<file path="src/rtl/alarm_timer_fsm.sv">
// ---------------------------------------------------------------------------
// alarm_timer_fsm
//
// Purpose:
//   Second-tick alarm timer. Counts up (0 -> max) or down (max -> 0) toward a
//   target latched at start, then raises an alarm. Supports pause/resume,
//   synchronous clear, acknowledge, bounded alarm hold with auto-clear and
//   auto-repeat. All outputs are registered.
//
// Optional feature macro:
//   ALARM_SNOOZE_EN - adds the snooze input and a SNOOZE state that silences
//                     the alarm for SNOOZE cycles before re-alarming.
//
// Parameters:
//   SIZE       - width of max and count in bits
//   ALARM_HOLD - cycles the alarm stays high without ack (0 = until ack)
//   SNOOZE     - snooze length in cycles (ALARM_SNOOZE_EN builds only)
//
// Ports:
//   sec_clk     in   one-second clock, all logic on its rising edge
//   rst_n       in   synchronous reset, active-low
//   enable      in   1 = start/run, 0 = pause (also gates auto-repeat)
//   clear       in   synchronous abort to IDLE
//   mode        in   0 = count up, 1 = count down (sampled at start)
//   max         in   target value (sampled at start)
//   repeat_mode in   auto-restart after alarm (sampled at start)
//   ack         in   acknowledge / clear alarm
//   snooze      in   snooze request in ALARM (ALARM_SNOOZE_EN only)
//   count       out  current count
//   alarm       out  alarm active
//   running     out  high while in RUN
//   done        out  one-cycle pulse on the edge entering ALARM
// ---------------------------------------------------------------------------
module alarm_timer_fsm #(
  parameter int SIZE       = 4,
  parameter int ALARM_HOLD = 3,
  parameter int SNOOZE     = 3
) (
  input  logic            sec_clk,
  input  logic            rst_n,
  input  logic            enable,
  input  logic            clear,
  input  logic            mode,
  input  logic [SIZE-1:0] max,
  input  logic            repeat_mode,
  input  logic            ack,
`ifdef ALARM_SNOOZE_EN
  input  logic            snooze,
`endif
  output logic [SIZE-1:0] count,
  output logic            alarm,
  output logic            running,
  output logic            done
);

  // Hold timer is kept at least one bit wide so ALARM_HOLD=0 still elaborates.
  localparam int HOLD_W = (ALARM_HOLD > 0) ? $clog2(ALARM_HOLD + 1) : 1;
  localparam bit HOLD_EN = (ALARM_HOLD > 0);
  localparam logic [HOLD_W-1:0] HOLD_LAST = HOLD_W'((ALARM_HOLD > 0) ? (ALARM_HOLD - 1) : 0);
  localparam logic [HOLD_W-1:0] HOLD_SAT  = {HOLD_W{1'b1}};
  localparam logic [SIZE-1:0]   CNT_ZERO  = {SIZE{1'b0}};
  localparam logic [SIZE-1:0]   CNT_ONE   = SIZE'(1);

`ifdef ALARM_SNOOZE_EN
  localparam int SNZ_W = (SNOOZE > 0) ? $clog2(SNOOZE + 1) : 1;
  localparam logic [SNZ_W-1:0] SNZ_LAST = SNZ_W'((SNOOZE > 0) ? (SNOOZE - 1) : 0);
  localparam logic [SNZ_W-1:0] SNZ_SAT  = {SNZ_W{1'b1}};

  typedef enum logic [2:0] {
    S_IDLE   = 3'd0,
    S_RUN    = 3'd1,
    S_PAUSE  = 3'd2,
    S_ALARM  = 3'd3,
    S_SNOOZE = 3'd4
  } state_t;
`else
  typedef enum logic [2:0] {
    S_IDLE   = 3'd0,
    S_RUN    = 3'd1,
    S_PAUSE  = 3'd2,
    S_ALARM  = 3'd3
  } state_t;
`endif

  // Registers
  state_t            r_state;
  logic [SIZE-1:0]   r_count;
  logic              r_alarm;
  logic              r_running;
  logic              r_done;
  logic [HOLD_W-1:0] r_hold;
  logic [SIZE-1:0]   r_max;
  logic              r_mode;
  logic              r_repeat;
`ifdef ALARM_SNOOZE_EN
  logic [SNZ_W-1:0]  r_snz;
`endif

  // Combinational helpers
  state_t            w_state_nxt;
  logic [SIZE-1:0]   w_count_nxt;
  logic              w_alarm_nxt;
  logic              w_running_nxt;
  logic              w_done_nxt;
  logic [HOLD_W-1:0] w_hold_nxt;
  logic              w_latch;
  logic              w_start;
  logic [SIZE-1:0]   w_target;
  logic [SIZE-1:0]   w_step;
  logic              w_hit;
  logic              w_timeout;
  logic              w_snooze_req;
  logic              w_alarm_exit;
  logic              w_reload;
  logic [SIZE-1:0]   w_start_val;
`ifdef ALARM_SNOOZE_EN
  logic [SNZ_W-1:0]  w_snz_nxt;
`endif

  // A zero target would alarm without counting, so it never starts a run.
  assign w_start     = enable && (max != CNT_ZERO);
  assign w_target    = r_mode ? CNT_ZERO : r_max;
  assign w_step      = r_mode ? (r_count - CNT_ONE) : (r_count + CNT_ONE);
  assign w_hit       = (w_step == w_target);
  assign w_timeout   = HOLD_EN && (r_hold == HOLD_LAST);
  assign w_reload    = r_repeat && enable;
  assign w_start_val = r_mode ? r_max : CNT_ZERO;

`ifdef ALARM_SNOOZE_EN
  // Snooze yields to ack but wins over a timeout landing on the same edge.
  assign w_snooze_req = snooze && !ack;
`else
  assign w_snooze_req = 1'b0;
`endif
  // ack and timeout together still produce one exit.
  assign w_alarm_exit = ack || (w_timeout && !w_snooze_req);

  assign count   = r_count;
  assign alarm   = r_alarm;
  assign running = r_running;
  assign done    = r_done;

  // State register with synchronous active-low reset.
  always_ff @(posedge sec_clk) begin
    if (!rst_n) begin
      r_state <= S_IDLE;
    end else begin
      r_state <= w_state_nxt;
    end
  end

  // Next-state decode; clear overrides every state.
  always_comb begin
    w_state_nxt = r_state;
    if (clear) begin
      w_state_nxt = S_IDLE;
    end else begin
      case (r_state)
        S_IDLE: begin
          if (w_start) begin
            w_state_nxt = S_RUN;
          end else begin
            w_state_nxt = S_IDLE;
          end
        end
        S_RUN: begin
          if (!enable) begin
            w_state_nxt = S_PAUSE;
          end else if (w_hit) begin
            w_state_nxt = S_ALARM;
          end else begin
            w_state_nxt = S_RUN;
          end
        end
        S_PAUSE: begin
          if (enable) begin
            w_state_nxt = S_RUN;
          end else begin
            w_state_nxt = S_PAUSE;
          end
        end
        S_ALARM: begin
          if (w_alarm_exit) begin
            if (w_reload) begin
              w_state_nxt = S_RUN;
            end else begin
              w_state_nxt = S_IDLE;
            end
`ifdef ALARM_SNOOZE_EN
          end else if (w_snooze_req) begin
            w_state_nxt = S_SNOOZE;
`endif
          end else begin
            w_state_nxt = S_ALARM;
          end
        end
`ifdef ALARM_SNOOZE_EN
        S_SNOOZE: begin
          if (r_snz == SNZ_LAST) begin
            w_state_nxt = S_ALARM;
          end else begin
            w_state_nxt = S_SNOOZE;
          end
        end
`endif
        default: begin
          w_state_nxt = S_IDLE;
        end
      endcase
    end
  end

  // Next values of the registered outputs and datapath.
  always_comb begin
    w_running_nxt = (w_state_nxt == S_RUN);
    w_alarm_nxt   = (w_state_nxt == S_ALARM);
    // Only a transition into ALARM pulses done (from RUN, or from SNOOZE).
    w_done_nxt    = (w_state_nxt == S_ALARM) && (r_state != S_ALARM);
    w_latch       = 1'b0;
    w_count_nxt   = r_count;

    if (clear) begin
      w_count_nxt = CNT_ZERO;
    end else begin
      case (r_state)
        S_IDLE: begin
          if (w_start) begin
            w_latch     = 1'b1;
            w_count_nxt = mode ? max : CNT_ZERO;
          end else begin
            w_count_nxt = CNT_ZERO;
          end
        end
        S_RUN: begin
          if (enable) begin
            w_count_nxt = w_step;
          end else begin
            w_count_nxt = r_count;
          end
        end
        S_PAUSE: begin
          w_count_nxt = r_count;
        end
        S_ALARM: begin
          if (w_alarm_exit) begin
            if (w_reload) begin
              w_count_nxt = w_start_val;
            end else begin
              w_count_nxt = CNT_ZERO;
            end
          end else begin
            w_count_nxt = r_count;
          end
        end
`ifdef ALARM_SNOOZE_EN
        S_SNOOZE: begin
          w_count_nxt = r_count;
        end
`endif
        default: begin
          w_count_nxt = CNT_ZERO;
        end
      endcase
    end

    // Hold timer restarts on every entry to ALARM and saturates while held.
    if ((r_state == S_ALARM) && (w_state_nxt == S_ALARM)) begin
      if (r_hold != HOLD_SAT) begin
        w_hold_nxt = r_hold + HOLD_W'(1);
      end else begin
        w_hold_nxt = r_hold;
      end
    end else begin
      w_hold_nxt = {HOLD_W{1'b0}};
    end

`ifdef ALARM_SNOOZE_EN
    if ((r_state == S_SNOOZE) && (w_state_nxt == S_SNOOZE)) begin
      if (r_snz != SNZ_SAT) begin
        w_snz_nxt = r_snz + SNZ_W'(1);
      end else begin
        w_snz_nxt = r_snz;
      end
    end else begin
      w_snz_nxt = {SNZ_W{1'b0}};
    end
`endif
  end

  // Datapath and output registers.
  always_ff @(posedge sec_clk) begin
    if (!rst_n) begin
      r_count   <= CNT_ZERO;
      r_alarm   <= 1'b0;
      r_running <= 1'b0;
      r_done    <= 1'b0;
      r_hold    <= {HOLD_W{1'b0}};
      r_max     <= CNT_ZERO;
      r_mode    <= 1'b0;
      r_repeat  <= 1'b0;
`ifdef ALARM_SNOOZE_EN
      r_snz     <= {SNZ_W{1'b0}};
`endif
    end else begin
      r_count   <= w_count_nxt;
      r_alarm   <= w_alarm_nxt;
      r_running <= w_running_nxt;
      r_done    <= w_done_nxt;
      r_hold    <= w_hold_nxt;
`ifdef ALARM_SNOOZE_EN
      r_snz     <= w_snz_nxt;
`endif
      if (w_latch) begin
        r_max    <= max;
        r_mode   <= mode;
        r_repeat <= repeat_mode;
      end else begin
        r_max    <= r_max;
        r_mode   <= r_mode;
        r_repeat <= r_repeat;
      end
    end
  end

endmodule
</file>
<file path="config.mk">
export PLATFORM = sky130hd
export DESIGN_NAME = alarm_timer_fsm
export DESIGN_NICKNAME = d
export VERILOG_FILES = /design/src/rtl/alarm_timer_fsm.sv
export SDC_FILE = /design/constraint.sdc
export NUM_CORES = 1
export LEC_CHECK = 0
export CAP_MARGIN = 30
export CORE_MARGIN = 2
export CORE_UTILIZATION = 30
export CTS_CLUSTER_DIAMETER = 30
export DETAILED_ROUTE_END_ITERATION = 12
export PLACE_DENSITY = 0.49
export SYNTH_ARGS = -nofsm -noshare
export SYNTH_HDL_FRONTEND = slang
export SYNTH_SLANG_ARGS = --single-unit
</file>
<file path="constraint.sdc">
create_clock -name sec_clk -period 1.9 [get_ports sec_clk]
set_input_delay 0.38 -clock sec_clk [delete_from_list [all_inputs] [get_ports sec_clk]]
set_output_delay 0.38 -clock sec_clk [all_outputs]
set_load 0.005 [all_outputs]
</file>
# --- Yosys cells after proc, flatten, opt, wreduce, memory -nomap -nowiden ---
# Cells that the tools add are included.
totals:
  output_inout_bits: 7
  regBits: 18
  input_bits: 11
  elab_cells: 55
op_classes:
  eq_ne: 11
  bitwise_logic: 2
  n_addsub: 3
  n_reduce_logical: 10
  muxes: 20
op_table:
  columns: ["operator", "n"]
  rows:
  - ["two-way mux 4 bit", 8]
  - ["one-hot mux 4 bit (4 select lines)", 1]
  - ["one-hot mux 3 bit (4 select lines)", 1]
  - ["== test 3 x 2 -> 1 bit, second input constant", 3]
  - ["== test 3 x 1 -> 1 bit, second input constant", 2]
  - ["two-way mux 2 bit", 3]
  - ["two-way mux 3 bit", 2]
  - ["!= test 2 bit, second input constant", 3]
  - ["two-way mux 1 bit", 5]
  - ["adder 4 x 1 -> 4 bit, second input constant", 1]
  - ["== test 4 bit", 1]
  - ["logical AND 1 bit", 4]
  - ["nonzero test 4 bit", 1]
  - ["subtractor 4 x 1 -> 4 bit, second input constant", 1]
  - ["logical NOT 3 bit", 1]
  - ["!= test 3 x 2 -> 1 bit, second input constant", 1]
  - ["AND reduction 3 bit", 1]
  - ["adder 2 x 1 -> 2 bit, second input constant", 1]
  - ["== test 2 bit, second input constant", 1]
  - ["inverter 1 bit", 2]
  - ["AND reduction 2 bit", 1]
  - ["OR reduction 2 bit", 1]
  - ["logical OR 1 bit", 1]

# --- Longest topological paths before layout ---
# Gate-level depths: netlist of the first run.
logic_depth:
  depth_word: 10
  depth_mapped: 8
  mapped_depth_nobuf: 7

# --- Worst setup path after synthesis of the first run ---
# Ideal clock, no wire load.
synth_timing:
  path_kind: "register to register"
  start: "register r_count[0] (netlist: count[0])"
  end: "register r_hold[0]"
  slack_ns: -0.008
  path_stages_with_launch: 8
  period_less_slack_ns: 1.908
  n_path_buf: 0
  t_arrival_ns: 1.812
  setup_time_ns: 0.096
  required_ns: 1.804
  cell_sequence: "dfxtp_1 inv_1 fa_1 xnor2_2 xnor2_1 nor4_2 a21oi_2 nor4b_1"
synth_via:
  elab_chain_cells: 10
  elab_cells_between_ends: 11
  cone_classes: "2 x add/sub; 2 x eq/ne; 5 x mux; 2 x reduce/logical"
synth_rtl:
  columns: ["item", "line_no", "source"]
  rows:
  - ["start, declared", "87", "logic [SIZE-1:0] r_count;"]
  - ["start signal, assigned", "305", "r_count <= w_count_nxt;"]
  - ["adder 4 x 1 -> 4 bit / subtractor 4 x 1 -> 4 bit (equally long branches)", "123", "assign w_step = r_mode ? (r_count - CNT_ONE) : (r_count + CNT_ONE);"]
  - ["two-way mux 4 bit *", "123", null]
  - ["== test 4 bit *", "124", "assign w_hit = (w_step == w_target);"]
  - ["two-way mux 2 bit *", "169", "end else if (w_hit) begin"]
  - ["two-way mux 2 bit *", "167", "if (!enable) begin"]
  - ["one-hot mux 3 bit (4 select lines) *", "158", "case (r_state)"]
  - ["two-way mux 3 bit *", "155", "if (clear) begin"]
  - ["== test 3 x 2 -> 1 bit *", "267", "if ((r_state == S_ALARM) && (w_state_nxt == S_ALARM)) begin"]
  - ["logical AND 1 bit *", "267", null]
  - ["AND reduction 2 bit (no line) *", null, null]
  - ["end signal, assigned", "297", "r_hold <= {HOLD_W{1'b0}};"]
  - ["end signal, assigned", "309", "r_hold <= w_hold_nxt;"]
  - ["end, declared", "91", "logic [HOLD_W-1:0] r_hold;"]
# Mark *: on every way between the ends. The rest lies on a longest branch, timed or not.
# A chain may end at the register's enable or synchronous reset.

# --- Final worst setup path of the first run ---
layout_timing:
  start: "register r_mode"
  end: "register r_hold[1]"
layout_via:
  elab_chain_cells: 9
  elab_cells_between_ends: 10
  cone_classes: "2 x eq/ne; 6 x mux; 2 x reduce/logical"
layout_rtl:
  columns: ["item", "line_no", "source"]
  rows:
  - ["start, declared", "93", "logic r_mode;"]
  - ["start signal, assigned", "315", "r_mode <= mode;"]
  - ["start signal, assigned", "319", "r_mode <= r_mode;"]
  - ["two-way mux 4 bit (on tied branches)", "123, 122", null]
  - ["== test 4 bit *", "124", null]
  - ["two-way mux 2 bit *", "169", null]
  - ["two-way mux 2 bit *", "167", null]
  - ["one-hot mux 3 bit (4 select lines) *", "158", null]
  - ["two-way mux 3 bit *", "155", null]
  - ["== test 3 x 2 -> 1 bit *", "267", null]
  - ["logical AND 1 bit *", "267", null]
  - ["AND reduction 2 bit (no line) *", null, null]
# Marked as above.

==> impl_metrics.py, run 1 <==
metrics = {
    "status": {
        "status": "completed",
    },
    "clocking": {
        "htreeDepth": 1,
        "cts-root-buf": "clkbuf_4",
        "clkTransAtPathRegs_ps": 100,
        "cts_num_sinks": 17,
        "cts_buffer_depth": 2,
        "numCtsBuffers": 3,
        "clk_latency_ps": 280,
        "postCtsHoldBufs": 0,
        "cts_tree": "done",
    },
    "yosys": {
        "synth-edff-count": 0,
        "synthDistinctLibCells": 34,
        "synthArstFlopShare_pct": 0,
        "ys_seq_area_share_pct": 35.05,
        "ys.flop_type": "dfxtp_1",
        "syn_avg_cell_area_um2": 9.336,
        "syn-instance-count": 104,
        "syn_nets": 120,
        "syn_area_um2": 970.9,
        "ys_ff_latch": 17,
        "yosysWarnings": 0,
    },
    "detailed_routing": {
        "post-route-drc-count": 0,
        "drt_iter0_drc": 7,
        "drt.antenna.violating_nets": 0,
        "routedWlPerCell_um": 11.94,
        "via_per_inst": 4.593,
        "drtPass1Iterations": 4,
        "wl_um": 2113,
        "vias": 813,
    },
    "floorplan": {
        "die_w_um": 60.89,
        "initial_core_util_pct": 31.54,
        "die-area_um2": 3708,
        "io_pins": 18,
        "row_count": 20,
        "die_y_um": 60.89,
        "core_area_um2": 3078,
    },
    "power": {
        "power_density_nw_per_um2": 552.1,
        "total_power_mw": 0.7205,
        "peakVddDrop_uv": 283.0,
        "leakage_nw": 0.4740,
    },
    "timing": {
        "clock_skew_ps": 1.307,
        "max_freq_mhz": 543.6,
        "setup_ws_ps": 60.38,
        "timing.slew.headroom_pct": 78.93,
        "post-route-period-util_pct": 96.82,
        "rsz0062_at_grt": "true",
        "finalSetupViolCount": 0,
        "tightest_slew_ps": 316.1,
        "min_period_ps": 1840,
        "maxSlewViolCount": 0,
        "hold_viol": 0,
        "worst_hold_slack_ps": 549.3,
    },
    "grt": {
        "grt_pass1_wl_um": 3539,
        "grt_pass1_vias": 802,
        "antenna_found_initial": 0,
        "grt.total_usage_pct": 13.08,
        "grt_max_degree": 11,
        "gr-total-overflow": 0,
    },
    "setup_path": {
        "reg2reg_slack_ps": 60,
        "r2r_start": "r_mode",
        "critPathRequiredTime_ps": 2100,
        "crit_path_end_kind": "flop",
        "crit_type": "reg2reg",
        "critPathLaunch": "r_mode",
        "crit_fanout": 5,
        "arrival_ps": 2040,
        "critPathLaunchType": "flop",
    },
    "worst_hold_path": {
        "hold_class": "reg2reg",
        "worstHoldStart": "r_max[1]",
    },
    "layout": {
        "drive_gt1_share_pct": 21.80,
        "layout.cells.most_common": "clkdlybuf4s50_1",
        "antenna_cells": 0,
        "area_growth_pct": 34.41,
        "nNetsFinal": 150,
        "layout_common_cells": "17 x clkdlybuf4s50_1, 14 x dfxtp_1, 10 x nor2b_1, 10 x buf_4, 7 x nor2_1",
    },
    "placement": {
        "place_ws_ps": -69.75,
        "place_congestion": 0.7887,
        "post-dp-hpwl_um": 1674,
        "port_buffers": 17,
    },
    "flow_run": {
        "max_cap_violations": 0,
    },
}
[flip-flops by register name, indices dropped and copies added, names as in the netlist]
register,cells
r_max,4
r_mode,1
alarm,1
r_repeat,1
done,1
running,1
r_hold,2
count,4
r_state,2
[timing repair]
| item | CTS | global route |
|---|---|---|
| pin swaps | 2 | 7 |
| setup buffers | 1 | 0 |
| setup endpoints to repair | 2 | 5 |
| resized for setup | 2 | 8 |
| gates cloned | 0 | 0 |
[synthesized netlist by cell type, types with 2 or more instances]
library cell | instances | area (um2)
a21oi_1 | 4 | 20.02
a221oi_1 | 2 | 17.52
a22oi_1 | 3 | 22.52
a31oi_1 | 2 | 12.51
dfxtp_1 | 17 | 340.3
ha_1 | 4 | 50.05
inv_1 | 5 | 18.77
mux2i_1 | 6 | 60.06
nand2_1 | 4 | 15.01
nand2b_1 | 3 | 18.77
nand3_1 | 2 | 10.01
nor2_1 | 9 | 33.78
nor2b_1 | 10 | 62.56
nor4b_1 | 2 | 17.52
o21ai_0 | 5 | 25.02
xnor2_1 | 6 | 52.55
xor2_1 | 3 | 26.28
[critical path, stage by stage, from the launching register on]
cell and delay (ps):
dfxtp_4 390, inv_4 30, fa_2 360, xnor2_2 150, xnor2_1 140, nor4_2 300, a21oi_2 150, nor4b_1 240
[cell families after synthesis]
| logic type | Yosys count | synth area share [%] |
|---|---|---|
| DFF | 17 | 35.05 |
| muxes | 6 | 6.186 |
| xor gates and xnor gates | 10 | 9.795 |
| adders and majority gates | 5 | 7.217 |
| buffers and inverters | 7 | 3.608 |
| AOI/OAI and AO/OA | 22 | 15.21 |
| and+or+nand+nor | 37 | 22.94 |
[area by class of cell]
class | instances | area [um2]
flip-flops and latches | 17 | 346.6
multi-input cells | 80 | 609.3
inverters | 5 | 21.27
repair buffers | 27 | 245.2
clock buffers | 3 | 22.52
clock inverters | 1 | 5.005
well taps | 44 | 55.05
fillers | 325 | 1773
[worst paths after layout]
check / end / cells past startpoint
hold reg to reg: r_max[1] / 2
setup / recovery: r_hold[1] / 7
hold / removal: r_max[1] / 2
setup reg to reg: r_hold[1] / 7
[routing by layer]
metal | track usage, % | vias to the layer above | part of all wire (%)
met5 | 0 | - | 0
met4 | 4.658 | 0 | 0.62
met3 | 2.772 | 2 | 3.5
met2 | 23.20 | 11 | 49
met1 | 15.50 | 378 | 47
li1 | - | 422 | -
[per-stage QoR]
step                area, um2  utilization, %  setup TNS [ps]  std cells
finish                   1305           42.40               0        177
CTS                      1286           41.79               0        177
floorplan               972.2               -               0        104
detailed placement       1249           40.57          -466.0        172
global route             1305           42.40          -49.11        177
global placement         1249           40.57          -384.8        172
[power breakdown]
| group | internal [mW] | switching (mW) | total [mW] |
|---|---|---|---|
| clock network | 0.0781 | 0.116 | 0.194 |
| logic | 0.0820 | 0.0645 | 0.147 |
| registers | 0.368 | 0.0120 | 0.380 |
Note: power is estimated with default switching activity, not from simulation.
==> run 2, diff against run 1 <==
CORE_ASPECT_RATIO = 1.4   (was unset)
==> run 2 against run 1 <==
  * Utilization is 0.68 points higher
  * Setup slack better by 8.1 ps
  * Fmax is 0.44% higher
  * Sequential share of layout area is 0.83 points lower
==> impl_metrics.py, run 2 (synthesis gave the netlist of run 1 again) <==
metrics = {
    "status": {
        "status": "completed",
    },
    "grt": {
        "antenna_found_initial": 0,
        "grt_max_degree": 12,
        "grt.total_usage_pct": 13.48,
        "grt_pass1_vias": 858,
        "grt_pass1_wl_um": 3684,
        "gr-total-overflow": 0,
    },
    "clocking": {
        "cts_buffer_depth": 2,
        "cts_num_sinks": 17,
        "clk_latency_ps": 250,
        "clkTransAtPathRegs_ps": 70,
        "htreeDepth": 1,
        "cts_tree": "done",
        "cts-root-buf": "clkbuf_8",
        "numCtsBuffers": 3,
        "postCtsHoldBufs": 0,
    },
    "timing": {
        "max_freq_mhz": 546.0,
        "min_period_ps": 1832,
        "clock_skew_ps": 1.472,
        "maxSlewViolCount": 0,
        "post-route-period-util_pct": 96.40,
        "setup_ws_ps": 68.43,
        "rsz0062_at_grt": "false",
        "tightest_slew_ps": 345.0,
        "timing.slew.headroom_pct": 77.00,
        "hold_viol": 0,
        "finalSetupViolCount": 0,
    },
    "detailed_routing": {
        "post-route-drc-count": 0,
        "vias": 822,
        "drt.antenna.violating_nets": 0,
        "wl_um": 2255,
        "routedWlPerCell_um": 12.89,
        "drtPass1Iterations": 3,
        "via_per_inst": 4.697,
        "drt_iter0_drc": 13,
    },
    "worst_hold_path": {
        "hold_class": "reg2reg",
    },
    "power": {
        "p_int_mw": 0.6002,
        "swShare_pct": 25.95,
        "p_seq_share_pct": 46.9,
        "netSwitchingPower_mw": 0.2103,
        "power_density_nw_per_um2": 608.3,
        "leakage_nw": 0.4922,
        "combPwrFrac_pct": 18.5,
        "p_clk_share_pct": 34.6,
        "peakVddDrop_uv": 343.6,
    },
    "setup_path": {
        "crit_type": "reg2reg",
        "critPathRequiredTime_ps": 2060,
        "crit_fanout": 6,
        "critPathLaunchType": "flop",
        "crit_path_end_kind": "flop",
        "arrival_ps": 1990,
    },
    "layout": {
        "fin_cells": 175,
        "multi_input_area_um2": 605.6,
        "layout_common_cells": "17 x clkdlybuf4s50_1, 15 x dfxtp_1, 13 x buf_4",
        "drive_gt1_share_pct": 20.59,
        "seqCellArea_um2": 342.8,
        "nNetsFinal": 153,
        "layout.cells.most_common": "clkdlybuf4s50_1",
        "fillCellCount": 312,
        "area_growth_pct": 37.24,
        "final_area_um2": 1333,
        "antenna_cells": 0,
    },
    "floorplan": {
        "row_count": 24,
        "die_y_um": 71.31,
        "die-area_um2": 3714,
        "initial_core_util_pct": 31.39,
        "core_area_um2": 3093,
        "io_pins": 18,
        "die_w_um": 52.08,
    },
    "placement": {
        "placed_cells": 170,
        "place_ws_ps": -77.94,
        "placedInstanceArea_um2": 1265,
        "place_congestion": 0.7903,
        "port_buffers": 17,
        "post-dp-hpwl_um": 1824,
    },
    "flow_run": {
        "max_cap_violations": 0,
    },
}
-- run 2: timing repair --
action	in CTS	in global routing
setup buffers	1	0
setup endpoints to repair	2	3
pin swaps	2	3
gates resized for setup	0	4
-- run 2: path summary, 6_finish.rpt --
| kind | start | end | slack (ps) | depth (start not counted) |
|---|---|---|---|---|
| min | r_repeat | r_repeat | 560 | 2 |
| max | count[1] | r_hold[0] | 70 | 6 |
| max reg2reg | count[1] | r_hold[0] | 70 | 6 |
| min reg2reg | r_repeat | r_repeat | 560 | 2 |
-- run 2: power by group through the flow --
stage / logic, mW / registers [mW] / clock network [mW]
floorplan: 0.0824 / 0.386 / 0
global placement: 0.147 / 0.388 / 0
detailed placement: 0.148 / 0.388 / 0
CTS: 0.150 / 0.380 / 0.292
global route: 0.163 / 0.382 / 0.302
finish: 0.150 / 0.380 / 0.281
-- run 2: final cells by class --
| type | count | area share (%) |
|---|---|---|
| Timing Repair Buffer | 30 | 20.09 |
| Inverter | 5 | 1.408 |
| Clock inverter | 1 | 0.5634 |
| Multi-Input combinational cell | 80 | 45.45 |
| Clock buffer | 3 | 3.099 |
| Sequential cell | 17 | 25.73 |
| Tap cell | 39 | 3.662 |
-- run 2: metal layers --
| metal | GRT usage [%] | share of wire [%] | vias to the layer above |
|---|---|---|---|
| met2 | 24.61 | 52 | 14 |
| li1 | - | - | 429 |
| met5 | 0 | 0 | - |
| met3 | 2.292 | 3.5 | 4 |
| met4 | 7.310 | 1.9 | 0 |
| met1 | 14.08 | 42 | 375 |
-- run 2: stage by stage --
step / hold WS [ps] / utilization (%) / TNS [ps] / power, mW
2_1_floorplan: 498.3 / - / 0 / 0.4685
3_3_place_gp: 544.4 / 40.90 / -486.3 / 0.5354
3_5_place_dp: 549.1 / 40.90 / -558.8 / 0.5357
4_1_cts: 559.5 / 42.72 / 0 / 0.8215
5_1_grt: 590.7 / 43.08 / 0 / 0.8471
6_report: 558.4 / 43.08 / 0 / 0.8106
-- run 2: critical path: stages, from the launching register on --
cell     delay (ps)
dfxtp_1         330
inv_1            60
fa_1            480
xnor2_1         150
nor4_2          280
a21oi_2         150
nor4b_1         280
==> run 3, diff against run 2 <==
ABC_CLOCK_PERIOD_IN_PS = 1900   (was unset)
PLACE_DENSITY = unset   (was 0.49)
==> run 3 against run 2 <==
  * Combinational power grew 3%
  * Largest power group unchanged
  * Critical path depth grew 2
  * Cell count shrank 0.57%
  * Total power is essentially flat
  * Worst hold slack lost 5.9 ps
  * Clock-buffer cell count is the same
==> impl_metrics.py, run 3 (synthesis gave the netlist of run 1 again) <==
metrics = {
    "layout": {
        "drive_gt1_share_pct": 23.70,
        "nNetsFinal": 152,
        "antenna_cells": 0,
        "layout.cells.most_common": "clkdlybuf4s50_1",
        "fillCellCount": 307,
        "area_growth_pct": 39.43,
        "finalCoreUtilization_pct": 43.77,
        "layout_common_cells": "17 x clkdlybuf4s50_1, 15 x dfxtp_1, 12 x buf_4",
    },
    "setup_path": {
        "crit_path_end_kind": "flop",
        "arrival_ps": 1970,
        "reg2reg_slack_ps": 90,
        "worst-r2r-cell-count": 8,
        "crit_fanout": 6,
        "crit_type": "reg2reg",
        "critPathRequiredTime_ps": 2050,
        "r2r_start": "r_mode",
        "r2r-end": "r_state[1]",
        "critPathLaunchType": "flop",
        "critPathLaunch": "r_mode",
    },
    "clocking": {
        "clkTransAtPathRegs_ps": 70,
        "cts_buffer_depth": 2,
        "htreeDepth": 1,
        "cts_tree": "done",
        "cts-root-buf": "clkbuf_8",
        "clk_latency_ps": 250,
        "numCtsBuffers": 3,
        "cts_num_sinks": 17,
    },
    "floorplan": {
        "die-area_um2": 3714,
        "core_area_um2": 3093,
        "die_w_um": 52.08,
        "io_pins": 18,
        "die_y_um": 71.31,
        "row_count": 24,
        "initial_core_util_pct": 31.39,
    },
    "timing": {
        "max_freq_mhz": 551.6,
        "worst_hold_slack_ps": 552.5,
        "tightest_slew_ps": 301.6,
        "finalSetupViolCount": 0,
        "maxSlewViolCount": 0,
        "min_period_ps": 1813,
        "rsz0062_at_grt": "true",
        "hold_viol": 0,
        "timing.slew.headroom_pct": 79.89,
        "post-route-period-util_pct": 95.41,
        "fin_tns_setup_ps": 0,
        "clock_skew_ps": 1.920,
    },
    "detailed_routing": {
        "via_per_inst": 4.931,
        "drtPass1Iterations": 4,
        "wl_um": 2170,
        "drt_iter0_drc": 14,
        "vias": 858,
        "drt.antenna.violating_nets": 0,
        "post-route-drc-count": 0,
        "routedWlPerCell_um": 12.47,
    },
    "power": {
        "peakVddDrop_uv": 393.7,
        "total_power_mw": 0.8110,
        "leakage_nw": 0.4933,
        "power_density_nw_per_um2": 599.0,
    },
    "placement": {
        "port_buffers": 17,
        "place_congestion": 0.8073,
        "post-dp-hpwl_um": 1747,
    },
    "grt": {
        "gr-total-overflow": 0,
        "antenna_found_initial": 0,
        "grt.total_usage_pct": 12.81,
        "grt_pass1_wl_um": 3581,
        "grt_pass1_vias": 885,
        "grt_max_degree": 12,
    },
    "status": {
        "status": "completed",
    },
    "worst_hold_path": {
        "hold_class": "reg2reg",
        "min_path_cells": 2,
        "worstHoldStart": "r_repeat",
        "holdPathEnd": "r_repeat",
    },
    "flow_run": {
        "max_cap_violations": 0,
    },
}
==> run 3: cell count changes in the layout (fill, tap and decap cells not counted), sizes merged <==
cell,previous run,this run
buf,13,12
==> run 3: how the worst max path moves through the flow <==
| stage | cells after the start | slack (ps) | to |
|---|---|---|---|
| 2_1_floorplan | 8 | 8 | r_hold[0] |
| 3_3_place_gp | 5 | -40 | r_hold[1] |
| 3_5_place_dp | 5 | -80 | r_hold[0] |
| 4_1_cts | 6 | 20 | r_hold[0] |
| 5_1_grt | 6 | -1 | r_hold[0] |
| 6_report | 8 | 90 | r_state[1] |
==> run 3: cell type report <==
type / instances / area (um2) / area share (%)
well taps: 39 / 48.80 / 3.604
inverters: 5 / 18.77 / 1.386
clock buffers: 3 / 41.29 / 3.050
flip-flops and latches: 17 / 342.8 / 25.32
multi-input cells: 80 / 634.4 / 46.86
repair buffers: 29 / 260.3 / 19.22
clock inverters: 1 / 7.507 / 0.5545
==> run 3: what timing repair did <==
| action | CTS | global route |
|---|---|---|
| hold buffers | 0 | 0 |
| pin swaps | 2 | 5 |
| gates resized for setup | 2 | 8 |
| endpoints found under the setup margin | 2 | 4 |
| setup buffers | 2 | 0 |
==> run 3: metrics by stage <==
step | instance area [um2] | cells | worst slack, ps
after detailed placement | 1250 | 168 | -79.30
final | 1354 | 174 | 87.22
after CTS | 1319 | 174 | 19.95
after global placement | 1250 | 168 | -40.63
after floorplan | 972.2 | 104 | 7.507
after global routing | 1354 | 174 | -1.333
==> run 3: metal layers <==
metal,vias to the layer above,global-route usage [%],wire length [um]
met3,4,1.458,63
met2,14,23.63,1183
li1,427,-,-
met5,-,0,0
met4,0,7.895,59
met1,413,13.19,864
==> run 3: critical path, stage by stage, from the launching register on <==
cell,delay (ps)
dfxtp_2,340
buf_4,140
ha_1,270
a21o_1,210
a21oi_4,160
xnor2_1,110
a21oi_2,290
buf_4,180
nor2_2,30
==> run 3: report_power, final <==
group,switching [mW],internal [mW],leakage (nW)
registers,0.0115,0.369,0.139
clock network,0.128,0.148,0.0217
logic,0.0673,0.0873,0.333
total,0.207,0.604,0.493
==> RTL change: new RTL, flow settings as in run 1 <==
The parameter `SIZE` goes from 4 to 8.
--- a/src/rtl/alarm_timer_fsm.sv
+++ b/src/rtl/alarm_timer_fsm.sv
@@ -32,7 +32,7 @@
 //   done        out  one-cycle pulse on the edge entering ALARM
 // ---------------------------------------------------------------------------
 module alarm_timer_fsm #(
-  parameter int SIZE       = 4,
+  parameter int SIZE       = 8,
   parameter int ALARM_HOLD = 3,
   parameter int SNOOZE     = 3
 ) (
Ports: changed (resized count and max); port bits go from 18 to 26. No check against the original RTL was run, so the function may have changed too.
==> RTL change against run 1 <==
The flow now finishes with violations (setup timing); critical path depth up 3; final cell count up 110%; hold slack better by 0.00065 ns; sequential power up 48%; routed wire length up 130%; final area up 110%; area after synthesis up 72%; power up 74%; via count up 120%; worst setup slack worse by 0.52 ns; sequential cell count up 8; utilization up 8.0 points; fmax down 22%; largest cell class unchanged; synthesized cell count up 95%; largest power group unchanged.
==> RTL change: results (changes against run 1) <==
STA
  • Setup_tns: -2.28 ns (was 0 ns)
  • Final worst setup slack: -0.463 ns (was 0.0604 ns)
  • Setup Viol. Count Final: 8 (was 0)
  • Hold slack: 0.550 ns (was 0.549 ns)
  • Worst slew margin: 76.2% (was 78.9%)

Final layout
  • Layout cell share with drive strength beyond 1: 36.2% (was 21.8%)
  • Final Util: 50.4% (was 42.4%)
  • NumNets Final: 318 (was 150)

Placed design
  • HPWL after DPL: 3930 um (was 1670 um)
  • I/O Buffers: 25 (was 17)
  • Gpl congestion: 0.926 (was 0.789)

CTS
  • Reg clk slew, reported paths: 0.08 ns (was 0.10 ns)
  • Clk_lat worst skew: 0.26 ns (was 0.28 ns)

Logic synthesis
  • Post-synth top cells: 25 x dfxtp_1, 24 x nor2_1, 13 x nand2_1, 12 x nor2b_1 (was 17 x dfxtp_1, 10 x nor2b_1, 9 x nor2_1, 6 x mux2i_1, 6 x xnor2_1)
  • Largest cells by area after synthesis: dfxtp_1 30%, mux2i_1 6.6%, ha_1 6.0%, nor2_1 5.4%, nor2b_1 4.5% (was dfxtp_1 35%, nor2b_1 6.4%, mux2i_1 6.2%, xnor2_1 5.4%, ha_1 5.2%)
  • Syn avg cell area: 8.21 sq um (was 9.34 sq um)

Power and ir drop
  • Max VDD drop: 0.350 mV (was 0.283 mV)
  • P_leak: 1.12 nW (was 0.474 nW)

Global routing
  • Pin count of the biggest net entering global routing: 14 (was 11)
  • Total Routing Usage GR: 16.9% (was 13.1%)

Detailed routing
  • DR iter-0 viols: 65 (was 7)
  • WL final: 4890 um (was 2110 um)

Setup path
  • Crit path DAT: 2.53 ns (was 2.04 ns)
  • CP max stage delay: 0.42 ns (was 0.39 ns)

Status
  • Status: complete, but fails checks (was completed)
  • Failing checks: setup timing
-- RTL change: changes by cell type after synthesis, sizes merged, moves of 4 or more --
cell and change:
a211oi +4, a31oi +5, clkbuf +5, dfxtp +8, ha +4, mux2i +5, nand2 +9, nor2 +15
nor3 +4, o21ai +6
-- RTL change: final timing paths --
kind	depth (start not counted)	from	to
hold reg to reg	2	r_max[4]$_SDFFE_PN0P_	count[4]$_SDFFE_PP0P_
setup reg to reg	10	r_mode$_SDFFE_PN0P_	running$_SDFF_PN0_
setup / recovery	10	r_mode$_SDFFE_PN0P_	running$_SDFF_PN0_
hold / removal	4	max[2]	r_max[2]$_SDFFE_PN0P_
-- RTL change: what timing repair did --
item,CTS,global route
gates resized for setup,28,10
buffers inserted,4,2
endpoints found under the setup margin,11,22
pin swaps,14,11
-- RTL change: cell type report --
class                   count  share of cell area [%]
multi-input cells         162                    46.4
repair buffers             94                    29.0
flip-flops and latches     25                    18.5
well taps                  72                    3.29
clock buffers               4                    1.64
inverters                   8                    1.19
-- RTL change: metal layers --
metal,track usage [%],wire length [um],up-vias
li1,-,-,920
met1,24.4,2490,803
met2,26.0,2220,27
met3,2.30,120,6
met4,5.44,61,0
met5,0,0,-
-- RTL change: cell families (layout without fill, tap and decap cells) --
family / Yosys count / in the layout / share of synthesized area [%]
fa+ha+maj: 9 / 9 / 7.21
compound gates: 54 / 54 / 22.3
xor+xnor: 12 / 12 / 6.31
simple gates: 76 / 76 / 23.4
flops: 25 / 25 / 30.0
buf+inv: 16 / 106 / 4.13
mux: 11 / 11 / 6.61
-- RTL change: power groups by stage --
stage / registers [mW] / clock network (mW) / logic [mW]
detailed placement: 0.573 / 0 / 0.345
floorplan: 0.571 / 0 / 0.164
global route: 0.566 / 0.349 / 0.415
global placement: 0.573 / 0 / 0.348
CTS: 0.562 / 0.324 / 0.367
finish: 0.563 / 0.310 / 0.379
-- RTL change: worst min-delay path, stage by stage --
cell and delay, ns:
dlymetal6s2s_1 0.12, buf_4 0.12, mux2i_1 0.06, nor2b_1 0.10
